$ cat src/rtl/apb_requester.sv
// APB requester: one command at a time through SETUP/ACCESS with PREADY wait states,
// an optional wait-state timeout and a one-cycle response strobe.
module apb_requester #(
  parameter int TIMEOUT = 16
) (
  input  logic       PCLK,
  input  logic       PRESETn,
  input  logic       cmd_valid,
  output logic       cmd_ready,
  input  logic       cmd_write,
  input  logic [6:0] cmd_addr,
  input  logic [7:0] cmd_wdata,
  output logic       rsp_valid,
  output logic [7:0] rsp_rdata,
  output logic       rsp_timeout,
  output logic       busy,
  output logic       PSELx,
  output logic       PENABLE,
  output logic       PWRITE,
  output logic [6:0] PADDR,
  output logic [7:0] PWDATA,
  input  logic       PREADY,
  input  logic [7:0] PRDATA
);

  localparam int CW = (TIMEOUT > 0) ? $clog2(TIMEOUT + 1) : 1;
  localparam logic [CW-1:0] WAIT_LAST = (TIMEOUT > 0) ? CW'(TIMEOUT - 1) : '0;
  localparam logic [CW-1:0] WAIT_MAX  = '1;

  typedef enum logic [1:0] {S_IDLE, S_SETUP, S_ACCESS} state_t;

  state_t        r_state, w_state_nx;
  logic [CW-1:0] r_wait;
  logic          w_done, w_abort;

  assign cmd_ready = (r_state == S_IDLE);
  assign busy      = (r_state != S_IDLE);

  always_comb begin
    w_done     = 1'b0;
    w_abort    = 1'b0;
    w_state_nx = r_state;
    case (r_state)
      S_IDLE:   if (cmd_valid) w_state_nx = S_SETUP;
      S_SETUP:  w_state_nx = S_ACCESS;
      S_ACCESS: begin
        w_done  = PREADY;
        // r_wait counts completed low cycles, so it equals TIMEOUT-1 during the last allowed one
        w_abort = (TIMEOUT != 0) && !PREADY && (r_wait == WAIT_LAST);
        if (w_done || w_abort) w_state_nx = S_IDLE;
      end
      default:  w_state_nx = S_IDLE;
    endcase
  end

  always_ff @(posedge PCLK or negedge PRESETn) begin
    if (!PRESETn) begin
      r_state     <= S_IDLE;
      r_wait      <= '0;
      PSELx       <= 1'b0;
      PENABLE     <= 1'b0;
      PWRITE      <= 1'b0;
      PADDR       <= '0;
      PWDATA      <= '0;
      rsp_valid   <= 1'b0;
      rsp_rdata   <= '0;
      rsp_timeout <= 1'b0;
    end else begin
      r_state   <= w_state_nx;
      rsp_valid <= w_done || w_abort;
      if (w_done || w_abort) begin
        rsp_timeout <= w_abort;
        rsp_rdata   <= (w_done && !PWRITE) ? PRDATA : 8'h00;
      end
      case (r_state)
        S_IDLE: if (cmd_valid) begin
          PSELx  <= 1'b1;
          PWRITE <= cmd_write;
          PADDR  <= cmd_addr;
          PWDATA <= cmd_write ? cmd_wdata : 8'h00;
        end
        S_SETUP: begin
          PENABLE <= 1'b1;
          r_wait  <= '0;
        end
        S_ACCESS: begin
          if (w_done || w_abort) begin
            PSELx   <= 1'b0;
            PENABLE <= 1'b0;
          end else if (r_wait != WAIT_MAX) begin
            r_wait <= r_wait + 1'b1;
          end
        end
        default: ;
      endcase
    end
  end

endmodule
$ cat config.mk
export PLATFORM = sky130hd
export DESIGN_NAME = apb_requester
export DESIGN_NICKNAME = d
export VERILOG_FILES = /design/src/rtl/apb_requester.sv
export SDC_FILE = /design/constraint.sdc
export NUM_CORES = 1
export LEC_CHECK = 0
export BUFFER_PORTS_ARGS = -buffer_cell sky130_fd_sc_hd__buf_2
export CORE_MARGIN = 2
export CORE_UTILIZATION = 45
export DETAILED_ROUTE_END_ITERATION = 6
export GPL_ROUTABILITY_DRIVEN = 0
export PLACE_DENSITY_LB_ADDON = 0.15
export SYNTH_ARGS = -nofsm -noshare
export SYNTH_HDL_FRONTEND = slang
export SYNTH_SLANG_ARGS = --single-unit
$ cat constraint.sdc
create_clock -name PCLK -period 5.1 [get_ports PCLK]
set_input_delay 0.255 -clock PCLK [delete_from_list [all_inputs] [get_ports PCLK]]
set_output_delay 0.255 -clock PCLK [all_outputs]
set_load 0.01 [all_outputs]
==> results.json, run 1 <==
{
  "drt_iter0_drc": 26,
  "worstPathArrival_ns": 2.39,
  "synth_warnings": 0,
  "synth_top_area_cell": "dfrtp_1",
  "p_total_mw": 1.07,
  "synth_top_cell_area_share_pct": 58.3,
  "post-place-cells": 232,
  "p_per_area_nw_per_um2": 557,
  "hp-start": "PRDATA[6]",
  "fin_crit_sh_pct": 42.5,
  "syn-num-nets": 170,
  "cap_violations": 0,
  "fin_hold_ws_ns": 0.140,
  "endpoint_kind": "register",
  "holdPathStages": 2,
  "coreArea_um2": 3100,
  "tns_ns": 0,
  "cp_max_fo": 6,
  "final_antenna_net_count": 0,
  "track_usage_pct": 18.4,
  "cts_setup_buffers": 0,
  "die_w_um": 61.8,
  "grt_max_degree": 36,
  "io_buffers": 57,
  "final_layout_size_suffix_gt1_share_pct": 38.1,
  "syn_to_final_growth_pct": 27.7,
  "vias_per_cell": 5.10,
  "hold_violations": 0,
  "synth_cell_type_count": 28,
  "htreeDepth": 2,
  "vias": 1228,
  "syn_inst": 136,
  "maxSlewHeadroom_pct": 50.4,
  "post-route-min-period_ns": 2.17,
  "dp_hpwl_mm": 2.30,
  "cp_slowest_stage_delay_ns": 0.42,
  "r2r_end": "r_wait[3]",
  "antenna_found_initial": 0,
  "postLayoutCellArea_um2": 1920,
  "min_path_type": "in -> reg",
  "synthArstFlopShare_pct": 100,
  "grt_remaining_overflow": 0,
  "ys_seq_area_share_pct": 58.3,
  "clk_pin_slew_worst_paths_ns": 0.10,
  "syn_area_per_cell_um2": 11.0,
  "io_pins": 58,
  "p_leak_nw": 0.987,
  "skew_ns": 0.00575,
  "synth_edf_count": 0,
  "cpMostUsedCell": "ha_1",
  "grt_pass1_vias": 1172,
  "ys_ff_latch": 35,
  "wirelength_mm": 3.11,
  "dieArea_um2": 3820,
  "synth-main-ff-cell": "dfrtp_1",
  "post_drt_wl_per_cell_um": 12.9,
  "outcome": "finished, final reports clean",
  "irDropWorstVdd_mv": 0.342,
  "placed_cell_area_um2": 1820,
  "cts_tree": "built",
  "timing.fmax_mhz": 461,
  "numCtsBuffers": 5,
  "cp.required_ns": 5.32,
  "die_h_um": 61.8,
  "setup_slack_ns": 2.93,
  "rsz0062_at_grt": "no",
  "synth.area.top_cells": "dfrtp_1 (58%), mux2_2 (6.7%), nand2_1 (5.5%), ha_1 (5.0%), a22o_1 (4.7%)",
  "yosysMostFrequentCell": "dfrtp_1",
  "drt_pass1_iterations": 4,
  "final_max_slew_viol_count": 0,
  "clock_latency_ns": 0.34,
  "initial_utilization_pct": 48.4,
  "crit_path_start_kind": "register",
  "grt_pass1_wl_mm": 4.91,
  "min_to": "rsp_rdata[6]",
  "worst_pin_slew_ns": 0.743,
  "fin_util_pct": 61.9,
  "reg2regPathDepth": 6,
  "critPathKind": "reg -> reg",
  "root_buffer": "clkbuf_4",
  "rr_startpoint": "r_wait[0]",
  "synth.top_cells.by_count": "dfrtp_1 (35), nand2_1 (22), o21ai_0 (11), mux2_2 (9)",
  "clock-sinks": 35,
  "syn_area_um2": 1500,
  "r2r_slack_ns": 2.93,
  "rows": 20,
  "fin_cells": 241,
  "nets": 230,
  "drcViolationCount": 0,
  "place_ws_ns": 2.96,
  "finalSetupViolations": 0,
  "diodes": 0,
  "fillers": 286,
  "crit_chain": "ha_1 > and3_1 > ha_1 > or3_1 > or2_0 > a311o_1",
  "clk_path_buf_depth": 2,
  "slowest_stage": "dfrtp_1"
}
[kinds of logic (layout without fill, tap and decap cells)]
logic type	after synthesis	count (layout)	synth area share, %
AO/OA/AOI/OAI	34	34	14.9
adder cells (fa/ha/maj)	6	6	5.00
buffers and inverters	13	74	3.33
flip-flops	35	35	58.3
multiplexers	9	9	6.74
AND/OR/NAND/NOR	39	39	11.7
[cell type report]
cell class	instances	area, um2	share of cell area (%)
clock inverters	2	35.0	1.83
repair buffers	58	295	15.4
multi-input cells	88	577	30.1
inverters	8	30.0	1.56
flip-flops and latches	35	876	45.6
clock buffers	6	51.3	2.67
well taps	44	55.1	2.87
[repair_timing]
action,4_1_cts,5_1_grt
hold buffers,1,0
hold endpoints to repair,35,0
setup endpoints to repair,0,0
resized for setup,0,0
[per-layer routing]
layer	GRT usage, %	routed length, um	vias up
li1	-	-	595
met1	19.8	1270	589
met2	32.2	1590	38
met3	7.45	207	6
met4	7.29	46	0
met5	0	0	-
[worst max path at each step]
stage | startpoint | end | slack (ns) | depth (start not counted)
after global placement | r_wait[0] | r_wait[3] | 3.01 | 6
after CTS | r_wait[0] | r_wait[3] | 2.95 | 6
final | r_wait[0] | r_wait[3] | 2.93 | 6
after detailed placement | r_wait[0] | r_wait[3] | 2.96 | 6
after global routing | r_wait[0] | r_wait[3] | 2.85 | 6
after floorplan | r_wait[0] | r_wait[3] | 3.07 | 6
[worst max-delay path: cells and delay by family, from the launching register on]
| kind | cells | cell delay, ns |
|---|---|---|
| simple gates | 3 | 0.81 |
| compound gates | 1 | 0.35 |
| flops | 1 | 0.42 |
| fa+ha+maj | 2 | 0.49 |
[state kept, by name, indices dropped and copies added, names as in the netlist]
signal,count
rsp_rdata,8
PENABLE,1
PWDATA,8
PSELx,1
r_wait,5
PADDR,7
PWRITE,1
rsp_valid,1
rsp_timeout,1
r_state,2
[placed cells by master (no fill, tap or decap)]
master,n
buf_2,57
dfrtp_1,35
nand2_1,22
o21ai_0,11
mux2_2,9
inv_1,8
a22o_1,8
a21oi_1,7
ha_1,6
clkbuf_4,5
nor2_1,4
nor2b_1,3
nand3_1,3
o221ai_1,2
and3_1,1
o21ai_1,1
nor3_1,1
o22a_1,1
o31ai_1,1
or3b_2,1
or3_1,1
or2_0,1
nor4_1,1
a311o_1,1
a211o_1,1
a31oi_1,1
nand4_1,1
clkinv_2,1
bufinv_16,1
clkbuf_8,1
dlygate4sd3_1,1
[where the power goes]
group | total, mW | internal (mW) | switching [mW]
Clock | 0.205 | 0.116 | 0.0890
Sequential | 0.452 | 0.390 | 0.0616
Combinational | 0.412 | 0.186 | 0.226
Total | 1.07 | 0.692 | 0.377
(Power assumes the default switching activity.)
==> run 2, diff against run 1 <==
--- a/config.mk
+++ b/config.mk
@@ -5,9 +5,10 @@
 export SDC_FILE = /design/constraint.sdc
 export NUM_CORES = 1
 export LEC_CHECK = 0
+export ABC_AREA = 1
 export BUFFER_PORTS_ARGS = -buffer_cell sky130_fd_sc_hd__buf_2
 export CORE_MARGIN = 2
-export CORE_UTILIZATION = 45
+export CORE_UTILIZATION = 43
 export DETAILED_ROUTE_END_ITERATION = 6
 export GPL_ROUTABILITY_DRIVEN = 0
 export PLACE_DENSITY_LB_ADDON = 0.15
==> constraint.sdc (replaced) <==
create_clock -name PCLK -period 1.9 [get_ports PCLK]
set_input_delay 0.095 -clock PCLK [delete_from_list [all_inputs] [get_ports PCLK]]
set_output_delay 0.095 -clock PCLK [all_outputs]
set_load 0.01 [all_outputs]
==> results.json, run 2 <==
{
  "syn_area_per_cell_um2": 8.63,
  "wirelength_mm": 3.18,
  "synth_top_area_cell": "dfrtp_1",
  "cap_violations": 0,
  "clk_pin_slew_worst_paths_ns": 0.10,
  "yosysMostFrequentCell": "nand2_1",
  "timing.fmax_mhz": 634,
  "grt_max_degree": 36,
  "final_antenna_net_count": 0,
  "rr_startpoint": "r_wait[0]",
  "final_layout_size_suffix_gt1_share_pct": 28.1,
  "crit_chain": "ha_1 > nand2_1 > nor2_1 > ha_1 > o21ai_2 > buf_4 > nand2_1 > o21ai_0",
  "endpoint_kind": "register",
  "critPathLaunch": "r_wait[0]",
  "maxSlewHeadroom_pct": 50.0,
  "numCtsBuffers": 5,
  "syn_to_final_growth_pct": 37.7,
  "drcViolationCount": 0,
  "diodes": 0,
  "syn_area_um2": 1560,
  "vias_per_cell": 4.35,
  "synthArstFlopShare_pct": 100,
  "io_pins": 58,
  "tns_ns": 0,
  "io_buffers": 57,
  "clock-sinks": 35,
  "antenna_found_initial": 0,
  "fin_crit_sh_pct": 83.0,
  "synth_edf_count": 0,
  "track_usage_pct": 16.4,
  "crit_path_start_kind": "register",
  "syn_inst": 181,
  "synth-main-ff-cell": "dfrtp_1",
  "hold_violations": 0,
  "rows": 21,
  "dp_hpwl_mm": 2.12,
  "ys_seq_area_share_pct": 56.1,
  "skew_ns": 0.00442,
  "fin_util_pct": 63.0,
  "grt_remaining_overflow": 0,
  "p_per_area_nw_per_um2": 1290,
  "final_max_slew_viol_count": 0,
  "nets": 296,
  "clock_latency_ns": 0.33,
  "grt_pass1_wl_mm": 5.17,
  "min_path_type": "in -> reg",
  "finalSetupViolations": 0,
  "irDropWorstVdd_mv": 0.583,
  "post-route-min-period_ns": 1.58,
  "slowest_stage": "dfrtp_1",
  "hp-start": "cmd_wdata[2]",
  "worstPathArrival_ns": 1.83,
  "die_w_um": 64.3,
  "drt_pass1_iterations": 4,
  "syn-num-nets": 215,
  "cts_tree": "built",
  "synth_cell_type_count": 19,
  "root_buffer": "clkbuf_4",
  "worst_pin_slew_ns": 0.751,
  "synth.top_cells.by_count": "nand2_1 (76), dfrtp_1 (35), inv_1 (24), o21ai_0 (11), o21ai_1 (9)",
  "coreArea_um2": 3420,
  "grt_pass1_vias": 1206,
  "mostFrequentLayoutCells": "nand2_1 (76), buf_2 (57), dfrtp_1 (35)",
  "die_h_um": 64.3,
  "synth.area.top_cells": "dfrtp_1 (56%), nand2_1 (18%), inv_1 (5.8%), ha_1 (4.8%), o21ai_0 (3.5%)",
  "clk_path_buf_depth": 2,
  "ys_ff_latch": 35,
  "vias": 1344,
  "drt_iter0_drc": 67,
  "initial_utilization_pct": 45.7,
  "synth_top_cell_area_share_pct": 56.1,
  "fillers": 299,
  "critPathKind": "reg -> reg",
  "outcome": "finished, final reports clean",
  "p_leak_nw": 1.23,
  "rsz0062_at_grt": "no",
  "cp_slowest_stage_delay_ns": 0.44,
  "mostFrequentLayoutCell": "nand2_1",
  "top_regs": "PWDATA (8), rsp_rdata (8), PADDR (7)",
  "synth_warnings": 0,
  "post_drt_wl_per_cell_um": 10.3,
  "htreeDepth": 2,
  "cts_setup_buffers": 0,
  "dieArea_um2": 4130,
  "cp.required_ns": 2.15,
  "cts_resized": 0,
  "cp_max_fo": 11
}
-- run 2: cell types whose count changed after synthesis, sizes merged, moves of 2 or more --
| cell | previous run | this run |
|---|---|---|
| a21oi | 7 | 1 |
| a22o | 8 | 0 |
| inv | 8 | 25 |
| mux2 | 9 | 0 |
| nand2 | 22 | 79 |
| nor2b | 3 | 0 |
| o21ai | 12 | 21 |
| o221ai | 2 | 0 |
-- run 2: area by class of cell --
| cell class | instances | area [um2] | share of cell area (%) |
|---|---|---|---|
| clock buffers | 8 | 68.8 | 3.20 |
| inverters | 25 | 93.8 | 4.36 |
| multi-input cells | 116 | 554 | 25.8 |
| flip-flops and latches | 35 | 876 | 40.7 |
| well taps | 46 | 57.6 | 2.68 |
| repair buffers | 79 | 500 | 23.3 |
-- run 2: per-stage QoR --
| step | instances | hold slack [ns] | cell area, um2 | total power [mW] | setup WS [ns] |
|---|---|---|---|---|---|
| 2_1_floorplan | 181 | -0.201 | 1560 | 1.88 | 0.455 |
| 3_3_place_gp | 281 | 0.216 | 1880 | 2.30 | 0.382 |
| 3_5_place_dp | 281 | 0.207 | 1880 | 2.31 | 0.338 |
| 4_1_cts | 306 | 0.00156 | 2120 | 2.79 | 0.306 |
| 5_1_grt | 309 | 0.0136 | 2150 | 3.01 | 0.191 |
| 6_report | 309 | 0.0156 | 2150 | 2.77 | 0.323 |
-- run 2: routing by layer --
layer | vias to the layer above | routed length [um] | GRT usage [%]
li1 | 711 | - | -
met1 | 591 | 1540 | 20.8
met2 | 37 | 1430 | 25.9
met3 | 5 | 147 | 3.70
met4 | 0 | 54 | 8.78
met5 | - | 0 | 0
-- run 2: kinds of logic after synthesis --
| kind of cell | count (synthesis) | synth area share, % |
|---|---|---|
| and+or+nand+nor | 88 | 23.2 |
| DFF | 35 | 56.1 |
| buffers and inverters | 30 | 8.41 |
| AOI/OAI and AO/OA | 22 | 7.53 |
| adders and majority gates | 6 | 4.81 |
-- run 2: worst paths after layout --
path / to / slack (ns) / cells past startpoint
worst max-delay path: rsp_rdata[7] / 0.32 / 8
worst min-delay path: PWDATA[2] / 0.02 / 3
worst max register to register: rsp_rdata[7] / 0.32 / 8
worst min register to register: PADDR[3] / 0.49 / 2
max in group asynchronous: PSELx / 1.06 / 2
min in group asynchronous: rsp_rdata[3] / 0.36 / 2
-- run 2: power breakdown --
part           switching, mW  internal (mW)  leakage, nW  total, mW
combinational          0.671          0.463        0.740       1.13
sequential             0.147           1.04        0.451       1.18
clock                  0.231          0.218       0.0386      0.449
-- run 2: worst max-delay path: cells and delay by family (launching register included) --
family,cells,cell delay (ns)
buf+inv,1,0.20
flops,1,0.44
simple gates,3,0.21
fa+ha+maj,2,0.43
compound gates,2,0.22
-- run 2: timing repair --
action                                 CTS  global route
setup endpoints to repair                0             0
endpoints found under the hold margin   51             3
hold buffers                            17             3
==> run 3, diff against run 2 <==
==> constraint.sdc (replaced) <==
create_clock -name PCLK -period 1.3 [get_ports PCLK]
set_input_delay 0.065 -clock PCLK [delete_from_list [all_inputs] [get_ports PCLK]]
set_output_delay 0.065 -clock PCLK [all_outputs]
set_load 0.01 [all_outputs]
==> results.json, run 3 (synthesis results as in run 2) <==
{
  "rr_startpoint": "r_wait[0]",
  "rows": 21,
  "p_total_mw": 4.44,
  "mostFrequentLayoutCells": "nand2_1 (72), buf_2 (57), dfrtp_1 (35)",
  "fin_cells": 325,
  "outcome": "complete, but fails checks",
  "coreArea_um2": 3420,
  "p_per_area_nw_per_um2": 1870,
  "clk_pin_slew_worst_paths_ns": 0.10,
  "drt_iter0_drc": 58,
  "p_leak_nw": 1.32,
  "reg2regPathDepth": 8,
  "top_regs": "PWDATA (8), rsp_rdata (8), PADDR (7)",
  "endpoint_kind": "register",
  "initial_utilization_pct": 45.7,
  "irDropWorstVdd_mv": 1.06,
  "grt_pass1_wl_mm": 5.93,
  "drcViolationCount": 0,
  "dp_hpwl_mm": 2.28,
  "die_h_um": 64.3,
  "slowest_stage": "dfrtp_1",
  "fin_crit_sh_pct": 113,
  "htreeDepth": 2,
  "maxSlewHeadroom_pct": 71.6,
  "critPathLaunch": "r_wait[0]",
  "syn_to_final_growth_pct": 52.3,
  "setup_slack_ns": -0.165,
  "diodes": 0,
  "busiest_layer": "met2",
  "met1_usage_pct": 23.2,
  "cp.required_ns": 1.55,
  "numCtsBuffers": 5,
  "clock_latency_ns": 0.33,
  "rsz0062_at_grt": "yes",
  "nets": 313,
  "clk_path_buf_depth": 2,
  "critPathKind": "reg -> reg",
  "crit_chain": "ha_2 > nand2_2 > nor2_2 > ha_4 > o21ai_4 > buf_6 > nand2_1 > o21ai_1",
  "post-place-cells": 289,
  "final_antenna_net_count": 0,
  "skew_ns": 0.00563,
  "use_met2_pct": 29.9,
  "final_layout_size_suffix_gt1_share_pct": 35.5,
  "tns_ns": -2.48,
  "critPathCapture": "rsp_rdata[6]",
  "mostFrequentLayoutCell": "nand2_1",
  "worst_pin_slew_ns": 0.426,
  "clock-sinks": 35,
  "cap_violations": 0,
  "r2r_end": "rsp_rdata[6]",
  "drt_pass1_iterations": 4,
  "root_buffer": "clkbuf_4",
  "use_met3_pct": 5.28,
  "cts_tree": "built",
  "io_pins": 58,
  "wirelength_mm": 3.54,
  "crit_path_start_kind": "register",
  "hold_violations": 0,
  "fillers": 268,
  "grt_remaining_overflow": 0,
  "vias": 1440,
  "worstPathArrival_ns": 1.71,
  "die_w_um": 64.3,
  "r2r_slack_ns": -0.16,
  "min_path_type": "in -> reg",
  "violations": "setup timing",
  "track_usage_pct": 18.4,
  "cp_slowest_stage_delay_ns": 0.41,
  "finalSetupViolations": 19,
  "dieArea_um2": 4130,
  "post-route-min-period_ns": 1.46,
  "grt_pass1_vias": 1362,
  "timing.fmax_mhz": 683,
  "post_drt_wl_per_cell_um": 10.9,
  "grt_max_degree": 36,
  "final_max_slew_viol_count": 0,
  "vias_per_cell": 4.43,
  "fin_util_pct": 69.6,
  "cp_max_fo": 6,
  "io_buffers": 57,
  "antenna_found_initial": 0
}
run 3: cell count changes in the layout (fill, tap and decap cells not counted), moves of 3 or more:
cell	before	now
ha_1	6	2
o21ai_1	9	15
dlygate4sd3_1	20	24
nand2_1	76	72
inv_2	1	4
inv_1	24	21
buf_4	2	12
o21ai_0	11	5
run 3: cell type report:
type	instances	area [um2]	share of cell area, %
timing repair buffer	96	658	27.7
tap	46	57.6	2.42
clock buffer	6	41.3	1.74
clock inverter	1	30.0	1.26
inverter	25	93.8	3.95
sequential	35	876	36.8
multi-input combinational	116	622	26.1
run 3: worst max-delay path, delay by kind of cell, from the launching register on:
| family | cells | cell delay (ns) |
|---|---|---|
| adders and majority gates | 2 | 0.37 |
| AOI/OAI and AO/OA | 2 | 0.27 |
| buffers and inverters | 1 | 0.15 |
| DFF | 1 | 0.41 |
| and+or+nand+nor | 3 | 0.19 |
run 3: power by group:
part	switching (mW)	internal, mW	total (mW)	leakage [nW]
sequential	0.219	1.52	1.73	0.451
clock	0.336	0.396	0.733	0.0383
combinational	1.09	0.877	1.97	0.835
run 3: repair_timing:
item | CTS | global route
endpoints found under the setup margin | 21 | 19
pin swaps | 6 | 2
hold buffers | 24 | 0
setup buffers | 3 | 2
cloned | 1 | 0
hold endpoints to repair | 58 | 0
gates resized for setup | 11 | 4
run 3: how the worst min path moves through the flow:
stage                   start      endpoint  slack, ns  cells past startpoint
finish              cmd_write     PWDATA[1]       0.04                      3
CTS                 cmd_write     PWDATA[1]       0.03                      3
global placement      PRESETn     rsp_valid       0.13                      2
global route        cmd_write     PWDATA[7]       0.04                      3
floorplan             PRESETn      PADDR[0]      -0.23                      0
detailed placement    PRESETn  rsp_rdata[6]       0.13                      2
run 3: metrics by stage:
step           cell area [um2]  hold WS (ns)  setup slack [ns]
4_1_cts                   2350        0.0332            -0.131
2_1_floorplan             1580        -0.231            -0.109
3_5_place_dp              1970         0.127            -0.173
3_3_place_gp              1970         0.126            -0.134
6_report                  2380        0.0423            -0.165
5_1_grt                   2380        0.0367            -0.227
run 3: layer usage:
layer | vias to the layer above | share of wire (%)
met3 | 10 | 6.4
met1 | 640 | 45
met2 | 44 | 46
li1 | 746 | -
met4 | 0 | 2.4
met5 | - | 0
